### config.mk
export PLATFORM = sky130hd
export DESIGN_NAME = mem_port_arbiter
export DESIGN_NICKNAME = d
export VERILOG_FILES = /design/src/rtl/mem_port_arbiter.sv
export SDC_FILE = /design/constraint.sdc
export NUM_CORES = 1
export LEC_CHECK = 0
export BUFFER_PORTS_ARGS = -buffer_cell sky130_fd_sc_hd__buf_2
export CAP_MARGIN = 5
export CORE_AREA = 2 2 214 216
export DETAILED_ROUTE_END_ITERATION = 8
export DIE_AREA = 0 0 216 218
export SLEW_MARGIN = 20
export SYNTH_ARGS = -nofsm -noshare
export SYNTH_HDL_FRONTEND = slang
export SYNTH_SLANG_ARGS = --single-unit
### constraint.sdc
create_clock -name clock -period 4.5 [get_ports clock]
set_clock_uncertainty 0.1 [all_clocks]
set_input_delay 0.9 -clock clock [delete_from_list [all_inputs] [get_ports clock]]
set_output_delay 0.9 -clock clock [all_outputs]
set_load 0.01 [all_outputs]
### src/rtl/mem_port_arbiter.sv
// Arbiter between instruction fetch and load/store for the single memory port.
// One transaction outstanding; loads/stores win ties, fetch is forced through after MAX_WAIT losses.
module mem_port_arbiter #(
    parameter int MAX_WAIT = 4
) (
    input  logic        clock,
    input  logic        reset,
    input  logic        if_valid,
    input  logic [63:0] if_addr,
    input  logic [1:0]  if_size,
    output logic        if_ready,
    output logic [63:0] if_data_read,
    output logic [1:0]  if_resp,
    input  logic        mem_valid,
    input  logic        mem_we,
    input  logic [63:0] mem_addr,
    input  logic [1:0]  mem_size,
    input  logic [63:0] mem_wdata,
    input  logic [7:0]  mem_wstrb,
    output logic        mem_ready,
    output logic [63:0] mem_data_read,
    output logic [1:0]  mem_resp,
    output logic        out_valid,
    output logic        out_we,
    output logic [63:0] out_addr,
    output logic [1:0]  out_size,
    output logic [63:0] out_wdata,
    output logic [7:0]  out_wstrb,
    input  logic        out_ready,
    input  logic [63:0] out_data_read,
    input  logic [1:0]  out_resp,
    output logic        busy,
    output logic [1:0]  dbg_state,
    output logic [3:0]  dbg_starve_cnt
);

    // Handshake: a requester holds valid until its ready pulse; ready is a one-cycle
    // completion strobe (out_ready & matching BUSY state) that qualifies data/resp.
    typedef enum logic [1:0] {
        ST_IDLE     = 2'd0,
        ST_BUSY_IF  = 2'd1,
        ST_BUSY_MEM = 2'd2
    } state_t;

    localparam logic [3:0] LP_MAX_WAIT = 4'(MAX_WAIT);

    state_t      r_state;
    logic [3:0]  r_starve_cnt;
    logic        r_out_valid;
    logic        r_out_we;
    logic [63:0] r_out_addr;
    logic [1:0]  r_out_size;
    logic [63:0] r_out_wdata;
    logic [7:0]  r_out_wstrb;

    state_t      w_state_nxt;
    logic [3:0]  w_starve_nxt;
    logic        w_out_valid_nxt;
    logic        w_out_we_nxt;
    logic [63:0] w_out_addr_nxt;
    logic [1:0]  w_out_size_nxt;
    logic [63:0] w_out_wdata_nxt;
    logic [7:0]  w_out_wstrb_nxt;
    logic        w_grant_if;
    logic        w_grant_mem;

    always_ff @(posedge clock) begin
        if (!reset) begin
            r_state      <= ST_IDLE;
            r_starve_cnt <= 4'd0;
            r_out_valid  <= 1'b0;
            r_out_we     <= 1'b0;
            r_out_addr   <= 64'd0;
            r_out_size   <= 2'd0;
            r_out_wdata  <= 64'd0;
            r_out_wstrb  <= 8'd0;
        end else begin
            r_state      <= w_state_nxt;
            r_starve_cnt <= w_starve_nxt;
            r_out_valid  <= w_out_valid_nxt;
            r_out_we     <= w_out_we_nxt;
            r_out_addr   <= w_out_addr_nxt;
            r_out_size   <= w_out_size_nxt;
            r_out_wdata  <= w_out_wdata_nxt;
            r_out_wstrb  <= w_out_wstrb_nxt;
        end
    end

    always_comb begin
        w_state_nxt     = r_state;
        w_starve_nxt    = r_starve_cnt;
        w_out_valid_nxt = r_out_valid;
        w_out_we_nxt    = r_out_we;
        w_out_addr_nxt  = r_out_addr;
        w_out_size_nxt  = r_out_size;
        w_out_wdata_nxt = r_out_wdata;
        w_out_wstrb_nxt = r_out_wstrb;
        w_grant_if      = 1'b0;
        w_grant_mem     = 1'b0;

        case (r_state)
            ST_IDLE: begin
                w_grant_if  = if_valid & (~mem_valid | (r_starve_cnt == LP_MAX_WAIT));
                w_grant_mem = mem_valid & ~w_grant_if;
                if (w_grant_if) begin
                    w_state_nxt     = ST_BUSY_IF;
                    w_starve_nxt    = 4'd0;
                    w_out_valid_nxt = 1'b1;
                    w_out_we_nxt    = 1'b0;
                    w_out_addr_nxt  = if_addr;
                    w_out_size_nxt  = if_size;
                    w_out_wdata_nxt = 64'd0;
                    w_out_wstrb_nxt = 8'd0;
                end else if (w_grant_mem) begin
                    w_state_nxt     = ST_BUSY_MEM;
                    w_out_valid_nxt = 1'b1;
                    w_out_we_nxt    = mem_we;
                    w_out_addr_nxt  = mem_addr;
                    w_out_size_nxt  = mem_size;
                    w_out_wdata_nxt = mem_wdata;
                    w_out_wstrb_nxt = mem_wstrb;
                    // Only a lost tie counts against fetch.
                    if (if_valid && (r_starve_cnt != LP_MAX_WAIT)) begin
                        w_starve_nxt = r_starve_cnt + 4'd1;
                    end
                end
            end
            ST_BUSY_IF, ST_BUSY_MEM: begin
                if (out_ready) begin
                    w_state_nxt     = ST_IDLE;
                    w_out_valid_nxt = 1'b0;
                end
            end
            default: begin
                w_state_nxt     = ST_IDLE;
                w_out_valid_nxt = 1'b0;
            end
        endcase
    end

    assign if_ready       = out_ready & (r_state == ST_BUSY_IF);
    assign mem_ready      = out_ready & (r_state == ST_BUSY_MEM);
    assign if_data_read   = out_data_read;
    assign if_resp        = out_resp;
    assign mem_data_read  = out_data_read;
    assign mem_resp       = out_resp;
    assign out_valid      = r_out_valid;
    assign out_we         = r_out_we;
    assign out_addr       = r_out_addr;
    assign out_size       = r_out_size;
    assign out_wdata      = r_out_wdata;
    assign out_wstrb      = r_out_wstrb;
    assign busy           = (r_state != ST_IDLE);
    assign dbg_state      = r_state;
    assign dbg_starve_cnt = r_starve_cnt;

endmodule

Yosys cells after proc, flatten, opt, wreduce, memory -nomap -nowiden
Index checks and enable logic that the tools add are counted.
{"block": "op_classes", "add_sub_neg": 1, "n_eq_ne": 6, "muxes": 21, "bitwise": 7, "reduce_logical": 9}
{"op": "64-bit two-way mux", "n": 4}
{"op": "8-bit two-way mux", "n": 2}
{"op": "4-bit two-way mux", "n": 3}
{"op": "2-bit two-way mux", "n": 5}
{"op": "2-bit nonzero test", "n": 3}
{"op": "1-bit two-way mux", "n": 5}
{"op": "4-bit by 1-bit adder with 4-bit output, second input constant", "n": 1}
{"op": "1-bit AND", "n": 4}
{"op": "4-bit by 3-bit equality test with 1-bit output, second input constant", "n": 1}
{"op": "4-bit by 3-bit != test with 1-bit output, second input constant", "n": 1}
{"op": "2-bit one-hot mux with 2 select lines", "n": 1}
{"op": "2-bit AND reduction", "n": 2}
{"op": "3-bit != test, second input constant", "n": 1}
{"op": "3-bit AND reduction", "n": 1}
{"op": "2-bit by 1-bit equality test with 1-bit output, second input constant", "n": 1}
{"op": "2-bit equality test, second input constant", "n": 1}
{"op": "2-bit zero test", "n": 1}
{"op": "2-bit != test, second input constant", "n": 1}
{"op": "1-bit NOT", "n": 2}
{"op": "1-bit one-hot mux with 2 select lines", "n": 1}
{"op": "2-bit OR reduction", "n": 1}
{"op": "1-bit logical AND", "n": 1}
{"op": "1-bit OR", "n": 1}
{"block": "totals", "regBits": 146, "input_bits": 276, "out_inout_bits": 281, "elab_cells": 52}

Depth between registers and ports, before layout
Gate-level depths: netlist of the first run.
{"block": "depth", "depth_word": 8, "depth_mapped": 8, "ltp_nobuf": 6}

Worst setup path after synthesis of the first run
OpenSTA, ideal clock, no wires.
{"block": "synth_timing", "kind": "input port to output port", "startpoint": "in out_ready", "endpoint": "out if_ready", "arrival_ns": 1.065, "t_required_ns": 3.500, "setup_slack_ns": 2.435, "cell_stages": 1, "path_buffers": 0, "cell_sequence": "and2_1"}
{"block": "synth_via", "elab_chain_cells": 1}
{"element": "start: declaration", "line_no": "29", "rtl": "input logic out_ready,"}
{"element": "1-bit AND", "line_no": "141", "rtl": "assign if_ready = out_ready & (r_state == ST_BUSY_IF);"}
{"element": "end: declaration", "line_no": "11", "rtl": "output logic if_ready,"}
Every way passes these cells.

Worst setup path in the final report of the first run
{"block": "layout_timing", "startpoint": "reg r_state[0] (netlist: dbg_state[0])", "endpoint": "out busy"}
{"block": "layout_via", "elab_chain_cells": 1}
{"element": "start: declaration", "line_no": "47", "rtl": "state_t r_state;"}
{"element": "start signal: assignment", "line_no": "78", "rtl": "r_state <= w_state_nxt;"}
{"element": "2-bit nonzero test", "line_no": "153", "rtl": "assign busy = (r_state != ST_IDLE);"}
{"element": "end: declaration", "line_no": "32", "rtl": "output logic busy,"}
Every way passes these cells.

==> results of run 1 <==
## cell usage after synthesis
| cell type | number | area [sq um] |
|---|---|---|
| nand3_1 | 74 | 370 |
| a21boi_1 | 48 | 360 |
| o21ai_2 | 1 | 8.76 |
| clkbuf_1 | 26 | 97.6 |
| buf_2 | 35 | 175 |
| or3_1 | 2 | 12.5 |
| inv_1 | 6 | 22.5 |
| ha_1 | 5 | 62.6 |
| a21o_1 | 1 | 7.51 |
| buf_4 | 139 | 1040 |
| a21boi_0 | 26 | 195 |
| nand2_1 | 143 | 537 |
| o21ai_0 | 69 | 345 |
| inv_2 | 1 | 3.75 |
| o21a_1 | 2 | 15.0 |
| dfxtp_1 | 146 | 2920 |
| and3b_1 | 1 | 8.76 |
| a22oi_1 | 2 | 15.0 |
| o21ai_1 | 1 | 5.00 |
| and2_1 | 4 | 25.0 |
| nor3_1 | 2 | 10.0 |
| a21oi_1 | 134 | 671 |
| nor2_1 | 3 | 11.3 |
| nor2b_1 | 6 | 37.5 |
## cells by family (layout without fill, tap and decap cells)
logic type,count (synthesis),after routing,share of synthesized area
buf+inv,207,409,0.193
flops,146,146,0.420
compound gates,284,284,0.233
fa+ha+maj,5,5,0.00898
simple gates,235,235,0.145
## state kept, by name, indices dropped and copies added, names as in the netlist
register	count
out_addr	64
dbg_starve_cnt	4
out_valid	1
dbg_state	2
out_wdata	64
out_size	2
out_wstrb	8
out_we	1
## power by group
group          switching (mW)  total, mW  internal [mW]
sequential             0.0699       1.50           1.43
combinational           0.451      0.755          0.304
clock                   0.609       1.53          0.917
## worst max-delay path: cells and delay by family (launching register included)
kind,cells,cell delay (ns)
flip-flops,1,0.34
adder cells (fa/ha/maj),1,0.45
buffers and inverters,3,0.44
## path summary, 6_finish.rpt
| kind | start | to | slack (ns) |
|---|---|---|---|
| worst max register to register | dbg_state[0]$_SDFFE_PN0P_ | out_addr[13]$_SDFFE_PN0P_ | 1.92 |
| worst min-delay path | out_wdata[24]$_SDFFE_PN0P_ | out_wdata[24]$_SDFFE_PN0P_ | 0.35 |
| worst min register to register | out_wdata[24]$_SDFFE_PN0P_ | out_wdata[24]$_SDFFE_PN0P_ | 0.35 |
| worst max-delay path | dbg_state[0]$_SDFFE_PN0P_ | busy | 1.80 |
## through the flow
step	instance area (sq um)	hold WS, ns
after global routing	9000	0.367
after CTS	8990	0.350
final	9000	0.348
after detailed placement	8370	0.342
after global placement	8370	0.337
after floorplan	6960	0.379
## per-layer routing
layer | track usage | up-vias
met4 | 0.0774 | 2
met1 | 0.105 | 3017
met5 | 0.00625 | -
met2 | 0.163 | 355
li1 | - | 3189
met3 | 0.0439 | 93
## final cells by class
type	instances	area (sq um)
clock buffers	21	470
clock inverters	11	153
fillers	4981	35900
inverters	7	26.3
multi-input cells	524	2730
flip-flops and latches	146	2920
well taps	600	751
repair buffers	370	1950
==> flow_metrics.tcl, run 1 <==
set metrics [dict create \
    run_status "complete, no violations" \
    grt_max_degree 128 \
    start_kind "flip-flop" \
    synth.avg_cell_area_sq_um 7.94 \
    min_period_ns 2.70 \
    port_buffers 358 \
    crit_chain "inv_1 -> ha_1 -> inv_1 -> buf_2" \
    fin_util 0.200 \
    finalHoldViolCount 0 \
    cts.reportedPaths.clkPinSlew_ns 0.06 \
    wl_met2_um 11500 \
    fin_crit_sh 0.601 \
    ys_warn_count 0 \
    clock_sinks 146 \
    num-nets-final 1347 \
    gp_congestion 0.817 \
    post_cts_buffers 0 \
    stdcell_count 1679 \
    fin_ws_ns 1.80 \
    synth.ff_latch_count 146 \
    wirelength_um 24200 \
    cp_max_fo 4 \
    syn_nets 1158 \
    clkLatencyLatePin_ns 0.47 \
    row_count 78 \
    ys_seq_area_frac 0.420 \
    wire_per_inst_um 14.4 \
    met3_length_um 2370 \
    wl_met1_um 9000 \
    rsz0062_at_grt "false" \
    worstPathArrival_ns 1.70 \
    grt_overflow_total 0 \
    placed_cells 1647 \
    cp-end-kind "output port" \
    slowest_stage "ha_1" \
    total_power_mw 3.78 \
    drt-initial-drc-count 340 \
    rr_worst_depth 7 \
    worst_pin_slew_ns 0.825 \
    ir_worst_vdd_v 0.000305 \
    diodes 0 \
    core_area_sq_um 44900 \
    design.portCount 557 \
    crit_type "flip-flop to output port" \
    area_growth_pct 29.2 \
    maxSlewHeadroom 0.450 \
    antenna_found_initial 1 \
    clockRootBuffer "clkbuf_16" \
    synthCells 877 \
    drv_slew 0 \
    cts_tree "built" \
    path_common_cell "inv_1" \
    grt_pass1_vias 6358 \
    min_path_type "flip-flop to flip-flop" \
    firstDrtPassIters 4 \
    dr.max_layer_used "met5" \
    finalSetupViolations 0 \
    die_area_sq_um 47100 \
    drive_above_1_share 0.376 \
    holdPathStages 2 \
    grt_pass1_wl_um 35700 \
    initial_utilization 0.155 \
    max-clock-path-buffers 2 \
    ant_nets 0 \
    power_per_cell_area_nw_per_um2 420 \
    fp.dieH_um 218 \
    remaining_drc_errors 0 \
    hpwl_um 17600 \
    cts_inserted_buffers 17 \
    leakagePower_nw 4.15 \
    grt.total_usage 0.102 \
    dieWidth_um 216 \
    cts_resized 0 \
    final_cell_mix "buf_2, dfxtp_1, nand2_1" \
    ctsHtreeMaxLevel 4 \
    pre_cts_ws_ns 1.72 \
    worstPathRequired_ns 3.50 \
    max_cap_viol_count 0 \
    vias 6656 \
    max_freq_mhz 370 \
    viasPerCell 3.96 \
    slowest_delay_ns 0.45 \
    mostFrequentLayoutCell "buf_2" \
    finalSetupTns_ns 0 \
    syn_area_sq_um 6960 \
    hold_buffers 0 \
    synth_cell_type_count 24 \
]
Note: power is estimated with default switching activity, not from simulation.
==> run 2: changes to the inputs <==
- CORE_AREA: 2 2 214 216 -> 2 2 215 217
- DIE_AREA: 0 0 216 218 -> 0 0 217 219
- clock period: 4.5 -> 2.7 ns (I/O delays scaled with it)
==> run 2 against run 1 <==
Sequential share of layout area about the same. Sequential cell count stayed put. Combinational power up 64%. Critical path type unchanged. Largest cell class unchanged. Largest power group unchanged.
==> flow_metrics.tcl, run 2 (synthesis gave the netlist of run 1 again) <==
set metrics [dict create \
    fin_crit_sh 0.800 \
    drive_above_1_share 0.373 \
    fp.dieH_um 219 \
    r2r_slack_ns 0.58 \
    core_area_sq_um 45100 \
    grt.total_usage 0.0965 \
    cp-end-kind "output port" \
    cp_max_fo 4 \
    gp_congestion 0.793 \
    start_kind "flip-flop" \
    worst_pin_slew_ns 0.642 \
    cts_resized 0 \
    min-delay-start "mem_addr[49]" \
    min_path_type "primary input to flip-flop" \
    worstPathArrival_ns 1.52 \
    clockRootBuffer "clkbuf_16" \
    design.portCount 557 \
    finalSetupTns_ns 0 \
    ir_worst_vdd_v 0.000326 \
    cp-startpoint "dbg_state[0]$_SDFFE_PN0P_" \
    clock_sinks 146 \
    grt_pass1_vias 6445 \
    port_buffers 358 \
    max-clock-path-buffers 2 \
    viasPerCell 4.00 \
    antenna_found_initial 0 \
    seqPwrFrac 0.394 \
    grt_overflow_total 0 \
    row_count 78 \
    finalSetupViolations 0 \
    initial_utilization 0.154 \
    post_cts_buffers 0 \
    ant_nets 0 \
    grt_pass1_wl_um 34500 \
    rsz0062_at_grt "false" \
    finalHoldViolCount 0 \
    drt-initial-drc-count 255 \
    die_area_sq_um 47500 \
    cts_tree "built" \
    ctsHtreeMaxLevel 4 \
    cts_inserted_buffers 17 \
    max_freq_mhz 463 \
    swShare 0.285 \
    wirelength_um 23400 \
    min_period_ns 2.16 \
    final_cell_mix "buf_2, dfxtp_1, nand2_1" \
    maxSlewHeadroom 0.572 \
    power_frac_comb 0.197 \
    fin_ws_ns 0.541 \
    wire_per_inst_um 14.0 \
    clkPwrFrac 0.410 \
    crit_type "flip-flop to output port" \
    hold_buffers 0 \
    r2r_start "dbg_state[0]$_SDFFE_PN0P_" \
    dieWidth_um 217 \
    pre_cts_ws_ns 0.509 \
    run_status "complete, no violations" \
    remaining_drc_errors 0 \
    grt_max_degree 80 \
    drv_slew 0 \
    max_cap_viol_count 0 \
    power_per_cell_area_nw_per_um2 703 \
    vias 6707 \
    mostFrequentLayoutCell "buf_2" \
    clkLatencyLatePin_ns 0.46 \
    cts.reportedPaths.clkPinSlew_ns 0.06 \
    firstDrtPassIters 4 \
    power.switching_mw 1.80 \
    num-nets-final 1344 \
    diodes 0 \
    hpwl_um 17100 \
    leakagePower_nw 4.15 \
    area_growth_pct 29.3 \
    internal_power_mw 4.53 \
    worstPathRequired_ns 2.06 \
]
run 2: changes by cell type in the layout (fill, tap and decap cells not counted), sizes merged:
cell	delta
clkinvlp	-1
clkbuf	-1
buf	-3
bufinv	+2
inv	-1
run 2: routing by layer:
| metal | vias up | share of wire | GRT usage |
|---|---|---|---|
| met5 | - | 0 | 0.00833 |
| met4 | 0 | 0.061 | 0.0820 |
| met3 | 74 | 0.091 | 0.0405 |
| met2 | 315 | 0.49 | 0.160 |
| met1 | 3125 | 0.36 | 0.0928 |
| li1 | 3193 | - | - |
run 2: worst paths after layout:
path / to / depth (start not counted)
min: out_addr[49]$_SDFFE_PN0P_ / 3
min reg2reg: out_wdata[62]$_SDFFE_PN0P_ / 2
max: busy / 4
max reg2reg: out_addr[1]$_SDFFE_PN0P_ / 7
run 2: worst max-delay path, stage by stage, from the launching register on:
cell and delay, ns:
dfxtp_1 0.39, inv_1 0.08, ha_1 0.29, inv_1 0.14, buf_2 0.15
run 2: per-stage QoR:
step           utilization  cell area, sq um  hold slack (ns)  power (mW)  cells
2_1_floorplan            -              6960            0.379        3.41    877
3_3_place_gp         0.186              8370            0.337        3.76   1644
3_5_place_dp         0.186              8370            0.342        3.80   1644
4_1_cts              0.200              9010            0.152        6.47   1675
5_1_grt              0.200              9010            0.167        6.70   1675
6_report             0.200              9010            0.200        6.33   1675
run 2: power by group through the flow:
stage          Sequential, mW  Clock [mW]  Combinational [mW]
6_report                 2.49        2.59                1.24
5_1_grt                  2.52        2.79                1.39
4_1_cts                  2.49        2.71                1.26
3_5_place_dp             2.53           0                1.26
3_3_place_gp             2.53           0                1.23
2_1_floorplan            2.64           0               0.778
run 2: area by class of cell:
type,instances,area (sq um)
Fill cell,5102,36100
Clock inverter,11,185
Inverter,7,26.3
Clock buffer,20,447
Sequential cell,146,2920
Multi-Input combinational cell,524,2730
Timing Repair Buffer,367,1950
Tap cell,600,751
==> run 3: changes to the inputs <==
- ABC_AREA: unset -> 1
- clock period: 2.7 -> 2.1 ns (I/O delays scaled with it)
==> run 3 against run 2 <==
Via count increased by 11%. Die area unchanged. Final area increased by 6.9%. Clock-buffer cell count unchanged. Setup slack got worse by 0.42 ns. Sequential cell count unchanged. Routed wire length increased by 8.4%. Total power increased by 35%. Utilization increased by 1.4 points. Sequential share of layout area decreased by 2.1 points. Global-route usage increased by 0.62 points. Critical path type unchanged. Largest cell class unchanged. Largest power group is now sequential cells. Highest routed layer unchanged.
==> flow_metrics.tcl, run 3 <==
set metrics [dict create \
    grt_pass1_vias 6832 \
    fin_area_sq_um 9630 \
    min_to "out_wdata[36]$_SDFFE_PN0P_" \
    hpwl_um 19100 \
    cts.reportedPaths.clkPinSlew_ns 0.06 \
    num-nets-final 1571 \
    remaining_drc_errors 0 \
    drive_above_1_share 0.326 \
    dieWidth_um 217 \
    fin_crit_sh 0.941 \
    crit_chain "inv_1 -> ha_1 -> inv_2 -> buf_2" \
    cp_max_fo 4 \
    max-clock-path-buffers 2 \
    cts_tree "built" \
    synth_compound_area_frac 0.102 \
    ctsHtreeMaxLevel 4 \
    min-delay-start "mem_wdata[36]" \
    row_count 78 \
    design.portCount 557 \
    clockRootBuffer "clkbuf_16" \
    synth.most_common_cell "nand2_1" \
    rsz0062_at_grt "false" \
    vias 7449 \
    ys_async_sr_fraction 0 \
    initial_utilization 0.167 \
    final_cell_mix "buf_2, nand2_1, dfxtp_1" \
    hold_buffers 0 \
    mostFrequentLayoutCell "buf_2" \
    firstDrtPassIters 7 \
    yosys-top-cells-area "dfxtp_1, buf_4, nand2_1, nand3_1, nor2_1" \
    synthMuxAreaShare 0 \
    grt_pass1_wl_um 36900 \
    min_path_type "primary input to flip-flop" \
    r2r_slack_ns 0.24 \
    slowest_stage "dfxtp_1" \
    drv_slew 0 \
    antenna_found_initial 1 \
    reg2reg_to "out_addr[7]$_SDFFE_PN0P_" \
    drt-initial-drc-count 284 \
    clkLatencyLatePin_ns 0.46 \
    syn_area_sq_um 7540 \
    holdPathStages 3 \
    grt_overflow_total 0 \
    finalSetupViolations 0 \
    run_status "complete, no violations" \
    wire_per_inst_um 13.3 \
    grt.total_usage 0.103 \
    ir_worst_vdd_v 0.000595 \
    worstPathRequired_ns 1.58 \
    yosysTopAreaCellShare 0.388 \
    grt_max_degree 67 \
    cp-end-kind "output port" \
    cts_inserted_buffers 17 \
    ys_top_cells_by_count "nand2_1, dfxtp_1, buf_4" \
    grtUsageMet3 0.0505 \
    cts_resized 0 \
    busiest_layer "met2" \
    synth_top_area_cell "dfxtp_1" \
    synth.ff_latch_count 146 \
    die_area_sq_um 47500 \
    synth-main-ff-cell "dfxtp_1" \
    finalSetupTns_ns 0 \
    leakagePower_nw 5.22 \
    finalHoldViolCount 0 \
    viasPerCell 3.91 \
    min_period_ns 1.98 \
    synth_top_family_by_area "simple AND/OR/NAND/NOR gates" \
    synth_edf_count 0 \
    core_area_sq_um 45100 \
    synthCells 1088 \
    max_cap_viol_count 0 \
    crit_type "flip-flop to output port" \
    gp_congestion 0.782 \
    area_growth_pct 27.7 \
    worstPathArrival_ns 1.46 \
    max_freq_mhz 506 \
    syn_nets 1369 \
    synth_cell_type_count 20 \
    synth_adder_area_share 0.00830 \
    ys_seq_area_frac 0.388 \
    worst_pin_slew_ns 0.446 \
    synthXorXnorAreaFrac 0.00116 \
    rr_worst_depth 10 \
    ys_warn_count 0 \
    yosys.area_share.simple 0.273 \
    start_kind "flip-flop" \
    maxSlewHeadroom 0.703 \
    slowest_delay_ns 0.38 \
    post_cts_buffers 0 \
    power_per_cell_area_nw_per_um2 890 \
    port_buffers 358 \
    ant_nets 0 \
    fp.dieH_um 219 \
    synth.avg_cell_area_sq_um 6.93 \
    met1_usage 0.101 \
    use_met2 0.175 \
    clock_sinks 146 \
    placed_area_sq_um 9030 \
    fin_util 0.214 \
    r2r_start "dbg_starve_cnt[0]$_SDFFE_PN0P_" \
    wirelength_um 25400 \
]
## run 3: cell types whose count changed after synthesis, sizes merged, moves of 55 or more
cell,before,now
nand3,74,136
a21oi,134,79
inv,7,80
nand2,143,219
nor2,3,138
a21boi,74,0
## run 3: cell type report
cell class	instances	area, sq um
Multi-Input combinational cell	655	2910
Antenna cell	1	2.50
Timing Repair Buffer	390	2140
Clock inverter	11	163
Sequential cell	146	2920
Inverter	80	300
Tap cell	600	751
Fill cell	5093	35500
Clock buffer	20	437
## run 3: logic make-up (layout without fill, tap and decap cells)
logic type	Yosys count	count (layout)
adder cells (fa/ha/maj)	5	5
XOR/XNOR	1	1
buffers and inverters	287	501
flip-flops	146	146
other	0	1
AO/OA/AOI/OAI	154	154
AND/OR/NAND/NOR	495	495
## run 3: layer usage
metal  vias up  wire, um
met5         -         0
met4         0       922
met3        65      2760
met2       382     12200
met1      3288      9480
li1       3714         -
## run 3: worst max path at each step
stage	slack, ns	end	depth (start not counted)	start
2_1_floorplan	0.51	out_addr[10]$_SDFFE_PN0P_	10	dbg_starve_cnt[0]$_SDFFE_PN0P_
3_3_place_gp	0.31	out_addr[7]$_SDFFE_PN0P_	10	dbg_starve_cnt[0]$_SDFFE_PN0P_
3_5_place_dp	0.23	out_addr[7]$_SDFFE_PN0P_	10	dbg_starve_cnt[0]$_SDFFE_PN0P_
4_1_cts	0.06	busy	4	dbg_state[1]$_SDFFE_PN0P_
5_1_grt	0.008	busy	4	dbg_state[1]$_SDFFE_PN0P_
6_report	0.12	busy	4	dbg_state[1]$_SDFFE_PN0P_
## run 3: power by group
part	total, mW	switching (mW)	internal, mW
registers	3.32	0.181	3.14
logic	2.03	1.18	0.848
clock network	3.21	1.25	1.97
total	8.56	2.61	5.95
## run 3: stage by stage
step	cells	total power, mW	hold slack, ns	setup WS [ns]
after floorplan	1088	4.80	0.410	0.508
after global placement	1871	5.38	0.380	0.309
after detailed placement	1871	5.42	0.407	0.228
after CTS	1902	8.75	0.0339	0.0607
after global routing	1903	9.10	0.0690	0.00821
final	1903	8.56	0.0910	0.123
## run 3: worst max-delay path, delay by kind of cell, from the launching register on
family	cells	cell delay, ns
adder cells (fa/ha/maj)	1	0.22
flip-flops	1	0.38
buffers and inverters	3	0.39
